===== src/rtl/wam_dsc.sv =====
// Display scheduler for the whack-a-mole tube path: lamp test, banner, countdown,
// live play pass-through and game-over blink, decoded from registered state/timer/phase.
module wam_dsc #(
  parameter int LAMP_T  = 95,
  parameter int CNT_T   = 190,
  parameter int BLINK_T = 48,
  parameter int OVER_N  = 6
) (
  input  logic        clk_19,
  input  logic        rst_n,
  input  logic        start,
  input  logic        over,
  input  logic [11:0] score,
  input  logic [3:0]  hrdn,
  input  logic        lstn,
  output logic [11:0] dscore,
  output logic [3:0]  dhrdn,
  output logic        dlstn,
  output logic        go,
  output logic        run
);

  typedef enum logic [2:0] {BOOT, IDLE, CNTDN, PLAY, OVER} st_t;

  localparam logic [7:0] LAMP_M  = 8'(LAMP_T - 1);
  localparam logic [7:0] CNT_M   = 8'(CNT_T - 1);
  localparam logic [7:0] BLINK_M = 8'(BLINK_T - 1);
  localparam logic [7:0] OVER_M  = 8'(OVER_N);

  st_t         st_q, st_d;
  logic [7:0]  tmr_q, tmr_d;
  logic [7:0]  ph_q, ph_d;
  logic [11:0] fsc_q, fsc_d;
  logic [3:0]  fhr_q, fhr_d;

  always_comb begin
    st_d  = st_q;
    tmr_d = tmr_q;
    ph_d  = ph_q;
    fsc_d = fsc_q;
    fhr_d = fhr_q;
    case (st_q)
      BOOT: begin
        if (tmr_q == LAMP_M) begin
          st_d  = IDLE;
          tmr_d = '0;
        end else begin
          tmr_d = tmr_q + 8'd1;
        end
      end
      IDLE: begin
        if (start) begin
          st_d  = CNTDN;
          tmr_d = '0;
          ph_d  = '0;
        end
      end
      CNTDN: begin
        // phase indexes the countdown digit: 0 -> "3", 1 -> "2", 2 -> "1"
        if (tmr_q == CNT_M) begin
          tmr_d = '0;
          if (ph_q == 8'd2) begin
            st_d = PLAY;
            ph_d = '0;
          end else begin
            ph_d = ph_q + 8'd1;
          end
        end else begin
          tmr_d = tmr_q + 8'd1;
        end
      end
      PLAY: begin
        if (over) begin
          st_d  = OVER;
          tmr_d = '0;
          ph_d  = '0;
          fsc_d = score;
          fhr_d = hrdn;
        end else if (tmr_q != 8'hff) begin
          tmr_d = tmr_q + 8'd1;
        end
      end
      OVER: begin
        if (start) begin
          st_d  = CNTDN;
          tmr_d = '0;
          ph_d  = '0;
        end else if (ph_q != OVER_M) begin
          if (tmr_q == BLINK_M) begin
            tmr_d = '0;
            ph_d  = ph_q + 8'd1;
          end else begin
            tmr_d = tmr_q + 8'd1;
          end
        end
      end
      default: st_d = BOOT;
    endcase
  end

  always_ff @(posedge clk_19 or negedge rst_n) begin
    if (!rst_n) begin
      st_q  <= BOOT;
      tmr_q <= '0;
      ph_q  <= '0;
      fsc_q <= '0;
      fhr_q <= '0;
    end else begin
      st_q  <= st_d;
      tmr_q <= tmr_d;
      ph_q  <= ph_d;
      fsc_q <= fsc_d;
      fhr_q <= fhr_d;
    end
  end

  always_comb begin
    dscore = 12'h888;
    dhrdn  = 4'h8;
    dlstn  = 1'b1;
    go     = 1'b0;
    run    = 1'b0;
    case (st_q)
      IDLE: begin
        dscore = 12'h1ff;
        dhrdn  = 4'ha;
      end
      CNTDN: begin
        dscore = {8'hff, 4'd3 - ph_q[3:0]};
        dhrdn  = 4'hf;
      end
      PLAY: begin
        dscore = score;
        dhrdn  = hrdn;
        dlstn  = lstn;
        run    = 1'b1;
        // timer saturates in PLAY, so zero marks only the entry cycle
        go     = (tmr_q == 8'd0);
      end
      OVER: begin
        if (ph_q[0]) begin
          dscore = 12'hfff;
          dhrdn  = 4'hf;
        end else begin
          dscore = fsc_q;
          dhrdn  = fhr_q;
        end
      end
      default: ;
    endcase
  end

endmodule


===== config.mk =====
export PLATFORM = sky130hd
export DESIGN_NAME = wam_dsc
export DESIGN_NICKNAME = d
export VERILOG_FILES = /design/src/rtl/wam_dsc.sv
export SDC_FILE = /design/constraint.sdc
export NUM_CORES = 1
export LEC_CHECK = 0
export ABC_AREA = 1
export CAP_MARGIN = 10
export CORE_MARGIN = 1.5
export CORE_UTILIZATION = 50
export DETAILED_ROUTE_END_ITERATION = 12
export PLACE_DENSITY = 0.81
export SYNTH_ARGS = -nofsm -noshare
export SYNTH_HDL_FRONTEND = slang
export SYNTH_SLANG_ARGS = --single-unit
export TNS_END_PERCENT = 1

===== constraint.sdc =====
create_clock -name clk_19 -period 2.3 [get_ports clk_19]
set_input_delay 0.46 -clock clk_19 [delete_from_list [all_inputs] [get_ports clk_19]]
set_output_delay 0.46 -clock clk_19 [all_outputs]
set_load 0.02 [all_outputs]

==> reports/metrics.yaml, run 1 <==
outcome:
  status: "complete, no violations"
synthesis:
  yosys.area.top_type_share_pct: 36.46
  synth_edf_count: 0
  synthXorXnorAreaFrac_pct: 2.917
  postSynthAreaPerCell_sq_um: 7.280
  synth-seq-cells: 35
  netlist_area_sq_um: 2402
  synth_cell_types: 30
  yosys.area.top_type: "dfrtp_1"
  synth-seq-area-share_pct: 36.46
  synthSimpleGateAreaFrac_pct: 29.43
  synth_mux_area_share_pct: 1.406
  synthTopCellsByArea: "dfrtp_1 36%, nand2_1 13%, o21ai_0 7.1%, nand3_1 5.8%, inv_1 5.8%"
  syn_inst: 330
  syn_nets: 360
  async_flop_share_pct: 100.0
  synth-compound-area-share_pct: 16.04
  synth_top_family_by_area: "simple AND/OR/NAND/NOR gates"
  synth_ff_type: "dfrtp_1"
  yosysWarnings: 0
  synth_fa_ha_area_share_pct: 4.688
cts:
  tritoncts: "yes"
  cts_setup_buffers: 0
  clk_latency_ns: 0.30
  clockBufferDepth: 2
  cts.clk_slew.worst_paths_ns: 0.07
  cts-htree-levels: 2
  root_buffer: "clkbuf_8"
  clock-sinks: 35
  numCtsBuffers: 5
timing:
  worst_pin_slew_ns: 0.6109
  slew_violations: 0
  max_slew_margin_pct: 59.27
  timing.final.crit_share_pct: 96.65
  max_freq_ghz: 0.4499
  fin_ws_ns: 0.07715
  clock_skew_ns: 0.006552
  setup_viol: 0
  fin_crit_ns: 2.223
  finalHoldViolCount: 0
  rsz0062_at_grt: "true"
finish:
  num-nets-final: 411
  antenna_cells: 0
  post-route-cell-area_sq_um: 2982
  final_layout_size_suffix_gt1_share_pct: 16.75
  area_delta_synth_final_pct: 24.11
  final_util_pct: 63.97
place:
  dpl_worst_slack_ns: 0.01310
  gp_congestion: 0.8733
  placement.cell_area_sq_um: 2948
  port_buffers: 39
  place_hpwl_microns: 4426
worst_setup_path:
  cp.arrival_ns: 1.76
  path_max_fanout: 10
  cpMaxStageDelayCell: "dfrtp_2"
  crit_chain: "nor2_2, nand2_4, inv_2, buf_12, o21ai_0, o211ai_1, clkdlybuf4s15_1"
  critPathLaunchType: "flip-flop"
  path_class: "flip-flop to output port"
  cpPeakStageDelay_ns: 0.46
  regToRegSetupSlack_ns: 0.27
  cp_data_required_time_ns: 1.84
  end_kind: "output port"
flow_run:
  drv_cap: 0
global_routing:
  first_global_vias: 2288
  grtUsageTotal_pct: 25.46
  grt_pass1_wl_microns: 10400
  grt-ovfl-total: 0
  antenna_found_initial: 0
  grt_max_degree: 36
floorplan:
  num_io_pins: 40
  start_util_pct: 51.54
  dieArea_sq_um: 5229
  die_y_microns: 72.32
  die_x_microns: 72.32
  coreArea_sq_um: 4661
  rows: 25
hold_path:
  min_path_type: "flip-flop to flip-flop"
routing:
  drc: 0
  antenna_left: 0
  routed_via_density: 5.443
  wl_microns: 5948
  first_iter_violations: 168
  vias: 2373
  first_pass_iters: 5
  wl_per_cell_microns: 13.64
pwr:
  ir_drop_uv: 839.3
  totalPowerFinal_mw: 3.460
  power_leakage_nw: 1.483
  cellPowerDensity_nw_per_um2: 1160
## through the flow
| stage | instances | hold WS, ns | setup TNS, ns |
|---|---|---|---|
| after floorplan | 330 | 0.1644 | 0 |
| after global placement | 428 | 0.4602 | 0 |
| after detailed placement | 428 | 0.4731 | 0 |
| after CTS | 436 | 0.4902 | -0.02448 |
| after global routing | 436 | 0.5034 | -0.01938 |
| final | 436 | 0.4843 | 0 |
## flip-flops by register name, summed over array words and instances (netlist names)
name,count
ph_q,8
fhr_q,4
fsc_q,12
tmr_q,8
st_q,3
## Yosys cell counts (5+ instances only)
library cell and number:
nand2_1 80, o211ai_1 14, o21ai_0 34, nor2_1 22
dfrtp_1 35, inv_2 6, nand3_1 28, nand4_1 5
o21ai_1 8, ha_1 9, inv_1 37, a21oi_1 6
nand2_2 5, xor2_1 8
## where the power goes
part	leakage, nW	internal (mW)	switching, mW
Combinational	0.977	0.712	1.28
Sequential	0.455	0.803	0.155
Clock	0.0505	0.272	0.236
Total	1.48	1.79	1.67
## metal layers
layer / track usage (%) / wire length, microns
met1: 32.83 / 2549
met2: 41.46 / 2973
met3: 7.222 / 358
met4: 8.176 / 66
met5: 0 / 0
## placed cells by master, fill, tap and decap left out
cell	instances
buf_4	13
o21ai_1	8
nand3_1	28
nand3_4	1
or2_2	1
inv_1	36
nand2_1	80
nor2_2	4
nand2_2	5
a21oi_2	1
ha_1	9
nand4_1	5
dlygate4sd2_1	2
inv_4	1
a31oi_1	1
nor3_1	2
clkbuf_8	7
clkdlybuf4s15_1	3
o2111ai_1	2
clkdlybuf4s50_1	20
inv_2	7
a21oi_1	6
clkinvlp_4	1
xor2_1	8
dfrtp_1	33
buf_12	2
clkbuf_2	14
mux2_1	3
o21ai_0	34
dfrtp_2	2
a21o_1	1
nor4_1	1
nor2_1	22
nand2_4	1
nor2_4	4
o211ai_1	14
## repair_timing
action,in CTS,in global routing
setup endpoints to repair,19,18
resized for setup,20,33
hold buffers,0,0
## cells by family (layout without fill, tap and decap cells)
family | after synthesis | count (layout)
fa+ha+maj | 9 | 9
simple gates | 154 | 154
xor+xnor | 8 | 8
buf+inv | 54 | 106
compound gates | 67 | 67
mux | 3 | 3
flops | 35 | 35
## cell type report
cell class / instances / area (sq um)
repair buffers: 54 / 455.4
inverters: 44 / 167.7
multi-input cells: 241 / 1309
clock inverters: 1 / 7.507
clock buffers: 7 / 96.34
fillers: 384 / 1679
flip-flops and latches: 35 / 878.3
well taps: 54 / 67.56
## path summary, 6_finish.rpt
check,start,to,cells past startpoint
setup / recovery,st_q[0],dhrdn[2],7
hold / removal,fhr_q[3],fhr_q[3],2
setup reg to reg,ph_q[0],st_q[0],9
hold reg to reg,fhr_q[3],fhr_q[3],2
max in group asynchronous,rst_n,st_q[0],2
min in group asynchronous,rst_n,ph_q[2],2
## critical path, delay by kind of cell (launching register included)
family / cells / cell delay, ns
AO/OA/AOI/OAI: 2 / 0.19
buffers and inverters: 3 / 0.57
flip-flops: 1 / 0.46
AND/OR/NAND/NOR: 2 / 0.24
Power figures use the tool's default switching activity.
==> run 2: changes to the inputs <==
--- a/config.mk
+++ b/config.mk
@@ -7,7 +7,6 @@
 export LEC_CHECK = 0
 export ABC_AREA = 1
 export CAP_MARGIN = 10
-export CORE_MARGIN = 1.5
 export CORE_UTILIZATION = 50
 export DETAILED_ROUTE_END_ITERATION = 12
 export PLACE_DENSITY = 0.81
==> reports/metrics.yaml, run 2 (synthesized netlist as in run 1, its figures left out) <==
routing:
  wl_per_cell_microns: 13.75  # was 13.64 microns
  antenna_left: 0  # unchanged
  routed_via_density: 5.481  # was 5.443
  drc: 0  # unchanged
  first_pass_iters: 4  # was 5
  first_iter_violations: 135  # was 168
  wl_microns: 6009  # was 5948 microns
  vias: 2395  # was 2373
finish:
  final_layout_size_suffix_gt1_share_pct: 16.36  # was 16.75%
  num-nets-final: 414  # was 411
  largest_reg_flops: 12  # unchanged
  layout_commonest_cell: "nand2_1"  # unchanged
  top_regs: "fsc_q x12, ph_q x8, tmr_q x8"  # unchanged
  fin_cells: 437  # was 436
  mostFrequentLayoutCells: "80 x nand2_1, 37 x inv_1, 34 x o21ai_0"  # was 80 x nand2_1, 36 x inv_1, 34 x o21ai_0
  antenna_cells: 0  # unchanged
  top_register: "fsc_q"  # unchanged
  area_delta_synth_final_pct: 24.74  # was 24.11%
  final_util_pct: 66.97  # was 63.97%
global_routing:
  grt.busiest_layer: "met2"  # unchanged
  first_global_vias: 2285  # was 2288
  grtUsageTotal_pct: 25.76  # was 25.46%
  antenna_found_initial: 0  # unchanged
  use_met1_pct: 32.37  # was 32.83%
  grt_max_degree: 36  # unchanged
  grt.met2_usage_pct: 42.75  # was 41.46%
  grt_pass1_wl_microns: 10200  # was 10400 microns
  met3_usage_pct: 6.048  # was 7.222%
  grt-ovfl-total: 0  # unchanged
timing:
  setup_viol: 0  # unchanged
  clock_skew_ns: 0.005369  # was 0.006552 ns
  finalHoldViolCount: 0  # unchanged
  max_slew_margin_pct: 61.69  # was 59.27%
  timing.final.crit_share_pct: 96.66  # was 96.65%
  slew_violations: 0  # unchanged
  max_freq_ghz: 0.4498  # was 0.4499 GHz
  fin_crit_ns: 2.223  # about the same
  worst_pin_slew_ns: 0.5746  # was 0.6109 ns
  rsz0062_at_grt: "false"  # was true
  finalSetupTns_ns: 0  # unchanged
cts:
  numCtsBuffers: 5  # unchanged
  cts.clk_slew.worst_paths_ns: 0.07  # about the same
  cts-htree-levels: 2  # unchanged
  clock-sinks: 35  # unchanged
  clk_latency_ns: 0.29  # was 0.30 ns
  tritoncts: "yes"  # unchanged
  root_buffer: "clkbuf_8"  # unchanged
  cts_hold_buf: 0  # unchanged
  clockBufferDepth: 2  # unchanged
floorplan:
  num_io_pins: 40  # unchanged
  dieArea_sq_um: 5086  # was 5229 sq um
  rows: 24  # was 25
  die_y_microns: 71.32  # was 72.32 microns
  die_x_microns: 71.32  # was 72.32 microns
  start_util_pct: 53.69  # was 51.54%
  coreArea_sq_um: 4474  # was 4661 sq um
worst_setup_path:
  cpMaxStageDelayCell: "dfrtp_2"  # unchanged
  critical_path_buf_inv_count: 3  # unchanged
  cpPeakStageDelay_ns: 0.47  # was 0.46 ns
  critPathLaunchType: "flip-flop"  # unchanged
  cp_data_required_time_ns: 1.84  # about the same
  cp.arrival_ns: 1.76  # about the same
  critPathTopFamily: "buffers and inverters"  # unchanged
  end_kind: "output port"  # unchanged
  path_class: "flip-flop to output port"  # unchanged
  path_max_fanout: 18  # was 10
  crit_chain: "nor2_2, nand2_4, inv_2, buf_12, o21ai_0, o211ai_1, dlygate4sd2_1"  # was nor2_2, nand2_4, inv_2, buf_12, o21ai_0, o211ai_1, clkdlybuf4s15_1
place:
  port_buffers: 39  # unchanged
  place_hpwl_microns: 4346  # was 4426 microns
  gp_congestion: 0.8940  # was 0.8733
  dpl.cell_count: 426  # was 428
outcome:
  status: "complete, no violations"  # unchanged
flow_run:
  drv_cap: 0  # unchanged
pwr:
  cellPowerDensity_nw_per_um2: 1147  # was 1160 nW/um^2
  ir_drop_uv: 751.8  # was 839.3 uV
  power_leakage_nw: 1.499  # was 1.483 nW
hold_path:
  min_path_type: "flip-flop to flip-flop"  # unchanged
[run 2: changes by cell type in the layout (fill, tap and decap cells not counted), sizes merged]
cell	delta
clkbuf	-3
dlygate4sd2	+2
buf	+3
dlymetal6s2s	+1
clkinv	+1
clkinvlp	-1
[run 2: layer usage]
metal	vias up	share of wire, %
li1	1196	-
met5	-	0
met4	0	1.4
met2	82	48
met3	10	5.6
met1	1107	44
[run 2: cell type report]
| type | instances | area [sq um] |
|---|---|---|
| multi-input combinational | 241 | 1309 |
| tap | 52 | 65.06 |
| clock buffer | 7 | 76.32 |
| fill | 386 | 1478 |
| sequential | 35 | 879.6 |
| inverter | 44 | 167.7 |
| timing repair buffer | 57 | 494.2 |
| clock inverter | 1 | 5.005 |
[run 2: final timing paths]
kind                          start   endpoint  slack [ns]  cells after the start
hold / removal             fsc_q[6]   fsc_q[6]        0.49                      2
min in group asynchronous     rst_n    ph_q[7]        0.58                      2
setup reg to reg            ph_q[0]    st_q[0]        0.33                      9
setup / recovery            st_q[1]  dscore[9]        0.08                      7
hold reg to reg            fsc_q[6]   fsc_q[6]        0.49                      2
max in group asynchronous     rst_n    st_q[1]        1.36                      2
[run 2: what timing repair did]
item,4_1_cts,5_1_grt
gates resized for setup,24,24
buffers inserted,0,3
pin swaps,0,1
endpoints found under the setup margin,19,17
[run 2: worst reg2reg max path, cell delays in order, from the launching register on]
cell and delay (ns):
dfrtp_1 0.60, inv_1 0.20, ha_1 0.19, nand4_1 0.15
nand2_1 0.09, nand2_1 0.14, nor2_1 0.25, nand2_1 0.11
nand2_1 0.08, nand2_1 0.05
[run 2: report_power, final]
part / total [mW] / switching [mW] / internal, mW
Sequential: 0.971 / 0.166 / 0.805
Combinational: 2.02 / 1.27 / 0.750
Clock: 0.450 / 0.237 / 0.213
Total: 3.44 / 1.67 / 1.77
[run 2: metrics by stage]
stage	worst slack [ns]	area (sq um)	hold WS (ns)	power (mW)
3_5_place_dp	0.01896	2933	0.4723	3.118
4_1_cts	-0.1285	2999	0.4901	3.444
5_1_grt	0.00008860	2997	0.5156	3.692
6_report	0.07674	2997	0.4857	3.438
2_1_floorplan	0.4123	2402	0.1644	2.265
3_3_place_gp	0.01691	2933	0.4604	3.085
==> run 3: changes to the inputs <==
--- a/config.mk
+++ b/config.mk
@@ -7,9 +7,10 @@
 export LEC_CHECK = 0
 export ABC_AREA = 1
 export CAP_MARGIN = 10
-export CORE_UTILIZATION = 50
+export CORE_UTILIZATION = 48
 export DETAILED_ROUTE_END_ITERATION = 12
 export PLACE_DENSITY = 0.81
+export SETUP_SLACK_MARGIN = 0.5
 export SYNTH_ARGS = -nofsm -noshare
 export SYNTH_HDL_FRONTEND = slang
 export SYNTH_SLANG_ARGS = --single-unit
==> constraint.sdc (replaced) <==
create_clock -name clk_19 -period 2 [get_ports clk_19]
set_input_delay 0.4 -clock clk_19 [delete_from_list [all_inputs] [get_ports clk_19]]
set_output_delay 0.4 -clock clk_19 [all_outputs]
set_load 0.02 [all_outputs]
==> reports/metrics.yaml, run 3 (synthesized netlist as in run 1, its figures left out) <==
outcome:
  status: "complete, no violations"  # unchanged
floorplan:
  die_x_microns: 72.75  # was 71.32 microns
  die_y_microns: 72.75  # was 71.32 microns
  coreArea_sq_um: 4755  # was 4474 sq um
  dieArea_sq_um: 5292  # was 5086 sq um
  start_util_pct: 50.53  # was 53.69%
  num_io_pins: 40  # unchanged
  rows: 25  # was 24
finish:
  final_layout_size_suffix_gt1_share_pct: 24.33  # was 16.36%
  post-route-cell-area_sq_um: 3331  # was 2997 sq um
  fin_cells: 478  # was 437
  fill_cells: 370  # was 386
  layout_commonest_cell: "nand2_1"  # unchanged
  top_regs: "fsc_q x12, ph_q x8, tmr_q x8"  # unchanged
  antenna_cells: 0  # unchanged
  mostFrequentLayoutCells: "78 x nand2_1, 47 x buf_4, 36 x inv_1"  # was 80 x nand2_1, 37 x inv_1, 34 x o21ai_0
  largest_reg_flops: 12  # unchanged
  top_register: "fsc_q"  # unchanged
  area_delta_synth_final_pct: 38.65  # was 24.74%
  num-nets-final: 440  # was 414
worst_setup_path:
  cpMaxStageDelayCell: "dfrtp_2"  # unchanged
  path_max_fanout: 5  # was 18
  path_class: "flip-flop to output port"  # unchanged
  critPathLaunchType: "flip-flop"  # unchanged
  cp_data_required_time_ns: 1.60  # was 1.84 ns
  crit_chain: "nor2_4, nand2_4, buf_4, nand2_1, o211ai_1, buf_4"  # was nor2_2, nand2_4, inv_2, buf_12, o21ai_0, o211ai_1, dlygate4sd2_1
  end_kind: "output port"  # unchanged
  critPathTopFamily: "flip-flops"  # was buffers and inverters
  cp.arrival_ns: 1.53  # was 1.76 ns
  cpPeakStageDelay_ns: 0.47  # about the same
  critical_path_buf_inv_count: 2  # was 3
  cpMostUsedCell: "buf_4"
timing:
  whs_ns: 0.4786  # was 0.4857 ns
  fin_crit_ns: 1.926
  slew_violations: 0  # unchanged
  rsz0062_at_grt: "true"  # was false
  finalHoldViolCount: 0  # unchanged
  setup_viol: 0  # unchanged
  timing.final.crit_share_pct: 96.29
  clock_skew_ns: 0.005267  # was 0.005369 ns
  max_slew_margin_pct: 76.62  # was 61.69%
  worst_pin_slew_ns: 0.3491  # was 0.5746 ns
  max_freq_ghz: 0.5193
  fin_ws_ns: 0.07418  # was 0.07674 ns
routing:
  wl_microns: 6488  # was 6009 microns
  wl_per_cell_microns: 13.57  # was 13.75 microns
  drc: 0  # unchanged
  vias: 2491  # was 2395
  first_iter_violations: 164  # was 135
  antenna_left: 0  # unchanged
  routed_via_density: 5.211  # was 5.481
  first_pass_iters: 4  # unchanged
cts:
  clk_latency_ns: 0.29  # about the same
  clock-sinks: 35  # unchanged
  cts-htree-levels: 2  # unchanged
  root_buffer: "clkbuf_8"  # unchanged
  tritoncts: "yes"  # unchanged
  numCtsBuffers: 5  # unchanged
  cts.clk_slew.worst_paths_ns: 0.07  # about the same
  clockBufferDepth: 2  # unchanged
hold_path:
  min_path_type: "input port to async pin"  # was flip-flop to flip-flop
global_routing:
  first_global_vias: 2414  # was 2285
  grt-ovfl-total: 0  # unchanged
  met3_usage_pct: 5.249  # was 6.048%
  grt.met2_usage_pct: 43.82  # was 42.75%
  grtUsageTotal_pct: 26.79  # was 25.76%
  grt_max_degree: 36  # unchanged
  grt.busiest_layer: "met2"  # unchanged
  grt_pass1_wl_microns: 10900  # was 10200 microns
  use_met1_pct: 35.30  # was 32.37%
  antenna_found_initial: 0  # unchanged
place:
  gp_congestion: 0.8912  # was 0.8940
  port_buffers: 39  # unchanged
  dpl_worst_slack_ns: -0.1294  # was 0.01896 ns
  dpl.cell_count: 466  # was 426
  place_hpwl_microns: 4737  # was 4346 microns
  placement.cell_area_sq_um: 3179  # was 2933 sq um
flow_run:
  drv_cap: 0  # unchanged
pwr:
  switchingPower_mw: 2.071  # was 1.670 mW
  cellPowerDensity_nw_per_um2: 1345  # was 1147 nW/um^2
  power_frac_clock_pct: 11.3  # was 13.1%
  p_seq_share_pct: 24.3  # was 28.3%
  power_leakage_nw: 1.656  # was 1.499 nW
  ir_drop_uv: 886.7  # was 751.8 uV
  p_comb_share_pct: 64.4  # was 58.7%
  totalPowerFinal_mw: 4.478  # was 3.438 mW
  intPower_mw: 2.407  # was 1.767 mW
  p_sw_share_pct: 46.24  # was 48.59%
[run 3: worst reg2reg max path, delay by kind of cell (launching register included)]
family / cells / cell delay (ns)
AOI/OAI and AO/OA: 1 / 0.15
adders and majority gates: 1 / 0.18
buffers and inverters: 2 / 0.19
DFF: 1 / 0.35
and+or+nand+nor: 6 / 0.87
[run 3: power groups by stage]
stage               clock, mW  combinational [mW]  sequential [mW]
floorplan                   0                1.60             1.05
global placement            0                2.73             1.08
detailed placement          0                2.78             1.08
CTS                     0.508                2.79             1.09
global route            0.543                3.12             1.11
finish                  0.504                2.88             1.09
[run 3: what timing repair did]
item / 4_1_cts / 5_1_grt
pin swaps: 3 / 2
cloned: 1 / 0
resized for setup: 103 / 9
endpoints found under the setup margin: 53 / 54
hold buffers: 0 / 0
buffers inserted: 2 / 1
hold endpoints to repair: 0 / 0
[run 3: through the flow]
stage	utilization (%)	TNS, ns
2_1_floorplan	-	0
3_3_place_gp	66.87	-1.558
3_5_place_dp	66.87	-1.716
4_1_cts	69.26	0
5_1_grt	70.05	0
6_report	70.05	0
[run 3: area by class of cell]
cell class / instances / area (sq um) / area share, %
Multi-Input combinational cell: 241 / 1358 / 40.76
Sequential cell: 35 / 878.3 / 26.37
Timing Repair Buffer: 83 / 744.5 / 22.35
Inverter: 44 / 185.2 / 5.560
Tap cell: 67 / 83.83 / 2.517
Clock buffer: 7 / 76.32 / 2.292
Clock inverter: 1 / 5.005 / 0.1503
[run 3: metal layers]
layer  vias to the layer above  part of all wire, %
met2                        71                   48
met5                         -                    0
met4                         0                  1.8
met1                      1157                   45
met3                        14                  5.5
li1                       1249                    -
[run 3: worst paths after layout]
kind,start,endpoint,slack [ns],cells past startpoint
max in group asynchronous,rst_n,st_q[0],1.31,2
worst min register to register,fsc_q[8],fsc_q[8],0.49,2
min in group clk_19,fsc_q[8],fsc_q[8],0.49,2
worst min-delay path,rst_n,tmr_q[5],0.48,2
worst max-delay path,st_q[1],dhrdn[3],0.07,6
worst max register to register,tmr_q[1],ph_q[2],0.21,10
